[config.mk]
export PLATFORM = sky130hd
export DESIGN_NAME = magn_peak_detect
export DESIGN_NICKNAME = d
export VERILOG_FILES = /design/src/rtl/spectrum_pkg.sv /design/src/rtl/magn_peak_detect.sv
export SDC_FILE = /design/constraint.sdc
export NUM_CORES = 1
export LEC_CHECK = 0
export ABC_AREA = 1
export ABC_CLOCK_PERIOD_IN_PS = 4100
export CAP_MARGIN = 20
export CORE_UTILIZATION = 43
export DETAILED_ROUTE_END_ITERATION = 10
export PLACE_DENSITY_LB_ADDON = 0.1
export RECOVER_POWER = 100
export SLEW_MARGIN = 0
export SYNTH_ARGS = -nofsm -noshare
export SYNTH_HDL_FRONTEND = slang
export SYNTH_SLANG_ARGS = --single-unit
export TNS_END_PERCENT = 1
[constraint.sdc]
create_clock -name clk -period 4.1 [get_ports clk]
set_clock_uncertainty 0.15 [all_clocks]
set_input_delay 0.82 -clock clk [delete_from_list [all_inputs] [get_ports clk]]
set_output_delay 0.82 -clock clk [all_outputs]
set_load 0.03 [all_outputs]
[src/rtl/spectrum_pkg.sv]
// Shared spectrum-processing constants and the peak detector state encoding.
// Consumers: magn_peak_detect (optional DC-bin skip via PEAK_DC_SKIP_EN).
package spectrum_pkg;

  localparam int unsigned NPOINTS = 1024;
  localparam int unsigned BIN_W   = 10;
  localparam int unsigned MAGN_W  = 64;

  typedef enum logic {
    SCAN = 1'b0,
    HOLD = 1'b1
  } pk_state_e;

  // Closing condition mismatch: in_last and the final-bin position must coincide.
  function automatic logic frame_len_err(input logic last, input logic at_end);
    return last ^ at_end;
  endfunction

endpackage : spectrum_pkg

[src/rtl/magn_peak_detect.sv]
// Per-frame peak search over magnitude-squared bins; reports max value, its bin and a length error.
// Optional build macro PEAK_DC_SKIP_EN excludes bin 0 from the search.
module magn_peak_detect #(
  parameter int unsigned NPOINTS = spectrum_pkg::NPOINTS,
  parameter int unsigned BIN_W   = spectrum_pkg::BIN_W
) (
  input  logic                           clk,
  input  logic                           rst_n,
  input  logic                           in_valid,
  output logic                           in_ready,
  input  logic [spectrum_pkg::MAGN_W-1:0] in_magn,
  input  logic                           in_last,
  output logic                           pk_valid,
  input  logic                           pk_ready,
  output logic [spectrum_pkg::MAGN_W-1:0] pk_magn,
  output logic [BIN_W-1:0]               pk_bin,
  output logic                           pk_err
);

  import spectrum_pkg::*;

  localparam logic [BIN_W-1:0] LAST_BIN = BIN_W'(NPOINTS - 1);
`ifdef PEAK_DC_SKIP_EN
  localparam logic [BIN_W-1:0] FIRST_BIN = BIN_W'(1);
`else
  localparam logic [BIN_W-1:0] FIRST_BIN = BIN_W'(0);
`endif

  pk_state_e          r_state;
  pk_state_e          w_next;
  logic               r_in_ready;
  logic               r_pk_valid;
  logic [BIN_W-1:0]   r_cnt;
  logic [MAGN_W-1:0]  r_max;
  logic [BIN_W-1:0]   r_bin;
  logic               r_err;

  logic               w_accept;
  logic               w_at_end;
  logic               w_close;
  logic               w_release;
  logic               w_elig;
  logic               w_first;
  logic               w_greater;
  logic               w_upd;
  logic               w_clr;

  assign w_accept  = in_valid & r_in_ready;
  assign w_at_end  = (r_cnt == LAST_BIN);
  assign w_close   = w_accept & (in_last | w_at_end);
  assign w_release = r_pk_valid & pk_ready;
  assign w_first   = (r_cnt == FIRST_BIN);
  assign w_greater = (in_magn > r_max);

`ifdef PEAK_DC_SKIP_EN
  // Bin 0 still advances the counter but only wipes the previous frame's result.
  assign w_elig = (r_cnt != '0);
`else
  assign w_elig = 1'b1;
`endif

  assign w_upd = w_accept & w_elig & (w_first | w_greater);
  assign w_clr = w_accept & ~w_elig;

  // State register plus registered handshake flags decoded from the next state.
  always_ff @(posedge clk or negedge rst_n) begin
    if (!rst_n) begin
      r_state    <= SCAN;
      r_in_ready <= 1'b1;
      r_pk_valid <= 1'b0;
    end else begin
      r_state    <= w_next;
      r_in_ready <= (w_next == SCAN);
      r_pk_valid <= (w_next == HOLD);
    end
  end

  always_comb begin
    w_next = r_state;
    case (r_state)
      SCAN: if (w_close)   w_next = HOLD;
      HOLD: if (w_release) w_next = SCAN;
      default:             w_next = SCAN;
    endcase
  end

  // Bin counter: wraps only through frame close or result release.
  always_ff @(posedge clk or negedge rst_n) begin
    if (!rst_n) begin
      r_cnt <= '0;
    end else if (w_accept) begin
      r_cnt <= w_close ? '0 : r_cnt + BIN_W'(1);
    end else if (w_release) begin
      r_cnt <= '0;
    end
  end

  // Running maximum; strict compare keeps the lowest bin on ties.
  always_ff @(posedge clk or negedge rst_n) begin
    if (!rst_n) begin
      r_max <= '0;
      r_bin <= '0;
    end else if (w_upd) begin
      r_max <= in_magn;
      r_bin <= r_cnt;
    end else if (w_clr) begin
      r_max <= '0;
      r_bin <= '0;
    end
  end

  always_ff @(posedge clk or negedge rst_n) begin
    if (!rst_n) begin
      r_err <= 1'b0;
    end else if (w_close) begin
      r_err <= frame_len_err(in_last, w_at_end);
    end
  end

  assign in_ready = r_in_ready;
  assign pk_valid = r_pk_valid;
  assign pk_magn  = r_max;
  assign pk_bin   = r_bin;
  assign pk_err   = r_err;

endmodule : magn_peak_detect

==> metrics.txt <==
post-synthesis cell count 675; clock tree buffer depth 2; post-route ant nets 0; total setup buffers inserted after CTS 0; Clock Sinks 87; PnR worst setup slack 682.0 ps; H-tree levels 3; initial core utilization 44.28%; post-synthesis cell type count 29; Worst Setup EP pk_magn[14]; Post-Layout Cell Count 966; P_int 2.841 mW; largest net degree at the start of global routing 59; global router's overall resource usage 22.61%; Clk Latency, worst-skew pair 350 ps; RSZ-0062 raised after global routing no; Comb power frac 54.6%; share of the synthesized area in the top cell type 40.46%; initial antenna violation count 0; fmax 0.2926 GHz; Peak VDD IR 0.3330 mV; worst-margin pin slew 1569 ps; status complete, but fails checks; Hold Crit Class flop to flop; PostCTS Resize Cnt 0; Worst R2R Path Depth 13; Worst EP required 4230 ps; Detailed Place HPWL 9833 µm; global-route wire length before repair 22850 µm; DR DRC count 0; # Max-Cap Violations 1; PortBufs 145; leading area contributor after synthesis dfrtp_1; commonest non-fill, non-tap cell in the layout nand2_1; hold_ws 321.4 ps; Startpoint Class input port; Reg clk slew, reported paths 60 ps; Synth Warn # 0; leading cell types in the layout, fill and taps excluded nand2_1 (225), inv_1 (91), dfrtp_1 (86), nand3_1 (81), dlygate4sd3_1 (77); total congestion overflow 0; Switching Fraction 46.13%; register bit total from synthesis 87; die height 113.2 µm; CTS tree yes; EDFF count, synth 0; via count 4852; Tmin final 3418 ps; LEAKAGE 3.765 nW; Clock power frac 17.7%; critical path endpoint category flop; GPL Wtd Cong 0.7867; Post-Place Setup Slack 559.0 ps; Rel. slew slack -4.585%; n_diodes 0; dominant synthesized flop cell dfrtp_1; CTS Hold Bufs 0; critical path class input port to flop; P_sw 2.433 mW; crit path DAT 3550 ps; Via density 5.023; share of cells above drive strength 1 3.297%; Seq. cell area 2178 µm²; DRT iter0 DRCs 219; Multi-input gate area 2624 µm²; setup_tns 0 ps; CP max FO 31; number of fill cells 1106; wire length per cell 14.15 µm; synthesized cell area 5319 µm²; I/O pin cnt 146; final wirelength 13670 µm; Die Span X 113.2 µm; slack of the worst reg-to-reg path 1190 ps; Tcrit/Tclk final 83.37%; Worst Setup SP in_magn[59]; Die Area 12820 µm²; fin nets 951; placement row count 40; register share of total power 27.7%; # setup viols final 0; failing checks capacitance limit, slew limit; Inst Count DP 951; Hold Vio Cnt, Final 0; P&R area growth vs syn 34.53%; top cells by area, synth dfrtp_1 (40%), nand2_1 (16%), ha_1 (16%), nand3_1 (7.6%), inv_1 (6.5%); FFs w/ async S/R, synth 100.0%; PwrDens 737.1 nW/µm²; drt pass-1 iters 4; Pwr Total 5.274 mW; worst r2r dst pk_magn[14]; Slew Limit Fails 59; Worst R2R Start pk_magn[62]; vias in the first global route 4751; syn avg cell area 7.880 µm²; core region area 12010 µm²; post-synth net total 811; sequential fraction of the synthesis area 40.96%; CTS root buffer clkbuf_16; TritonCTS Buffers 9
## cells in the mapped netlist (all sizes together), types with 4 or more instances
| cell type | count |
|---|---|
| nand2 | 227 |
| inv | 92 |
| dfrtp | 86 |
| nand3 | 81 |
| ha | 67 |
| a21oi | 34 |
| nor2 | 22 |
| buf | 20 |
| o21ai | 13 |
| nand4 | 7 |
| nor3 | 5 |
| clkbuf | 4 |
## kinds of logic (layout without fill, tap and decap cells)
kind of cell	after synthesis	count (layout)	share of synthesized area, %
buffers and inverters	116	260	9.715
AOI/OAI and AO/OA	56	56	5.693
and+or+nand+nor	345	345	27.17
DFF	87	87	40.96
muxes	1	1	0.2117
xor gates and xnor gates	3	3	0.4941
adders and majority gates	67	67	15.76
## registers in the layout, indices dropped and copies added, names as in the netlist
register,cells
pk_bin,10
pk_valid,1
in_ready,1
r_cnt,10
pk_err,1
pk_magn,64
## critical path, stage by stage
cell and delay [ps]:
clkdlybuf4s50_1 430, ha_1 310, nand2_1 50, inv_1 60
nand3_1 60, nor2_1 190, nand2_1 120, nor3b_1 320
nand3_1 110, nand2_1 100, nand2_2 70, nand2_2 110
clkbuf_2 560, nand2_1 120, nand2_1 100
## power by group through the flow
| stage | registers [mW] | logic [mW] | clock network (mW) |
|---|---|---|---|
| 2_1_floorplan | 2.09 | 1.34 | 0 |
| 3_3_place_gp | 1.48 | 2.96 | 0 |
| 3_5_place_dp | 1.49 | 3.02 | 0 |
| 4_1_cts | 1.48 | 3.04 | 0.953 |
| 5_1_grt | 1.51 | 3.21 | 0.993 |
| 6_report | 1.46 | 2.88 | 0.934 |
## final cells by class
cell class / instances / area share, %
sequential: 87 / 30.44
clock buffer: 11 / 3.252
tap: 147 / 2.570
inverter: 92 / 4.826
clock inverter: 4 / 1.329
multi-input combinational: 472 / 36.67
timing repair buffer: 153 / 20.91
## worst min path at each step
stage                     depth (start not counted)   startpoint  slack, ps          end
after CTS                                         2    pk_bin[3]        330    pk_bin[3]
after floorplan                                   2     r_cnt[4]        350    pk_bin[4]
after global routing                              2  pk_magn[25]        360  pk_magn[25]
after global placement                            2    pk_bin[3]        310    pk_bin[3]
after detailed placement                          2    pk_bin[5]        310    pk_bin[5]
final                                             2    pk_bin[3]        320    pk_bin[3]
## layer usage
metal  track usage [%]  share of wire, %  vias to the layer above
met2             37.51                47                      114
li1                  -                 -                     2441
met5                 0                 0                        -
met1             29.32                46                     2275
met3             3.535               4.1                       22
met4             9.825               2.4                        0
## stage by stage
step	cell area [µm²]	utilization [%]
after global routing	7156	59.57
after CTS	7173	59.72
final	7156	59.57
after detailed placement	6845	56.99
after global placement	6845	56.99
after floorplan	5319	-
Note: power is estimated with default switching activity, not from simulation.
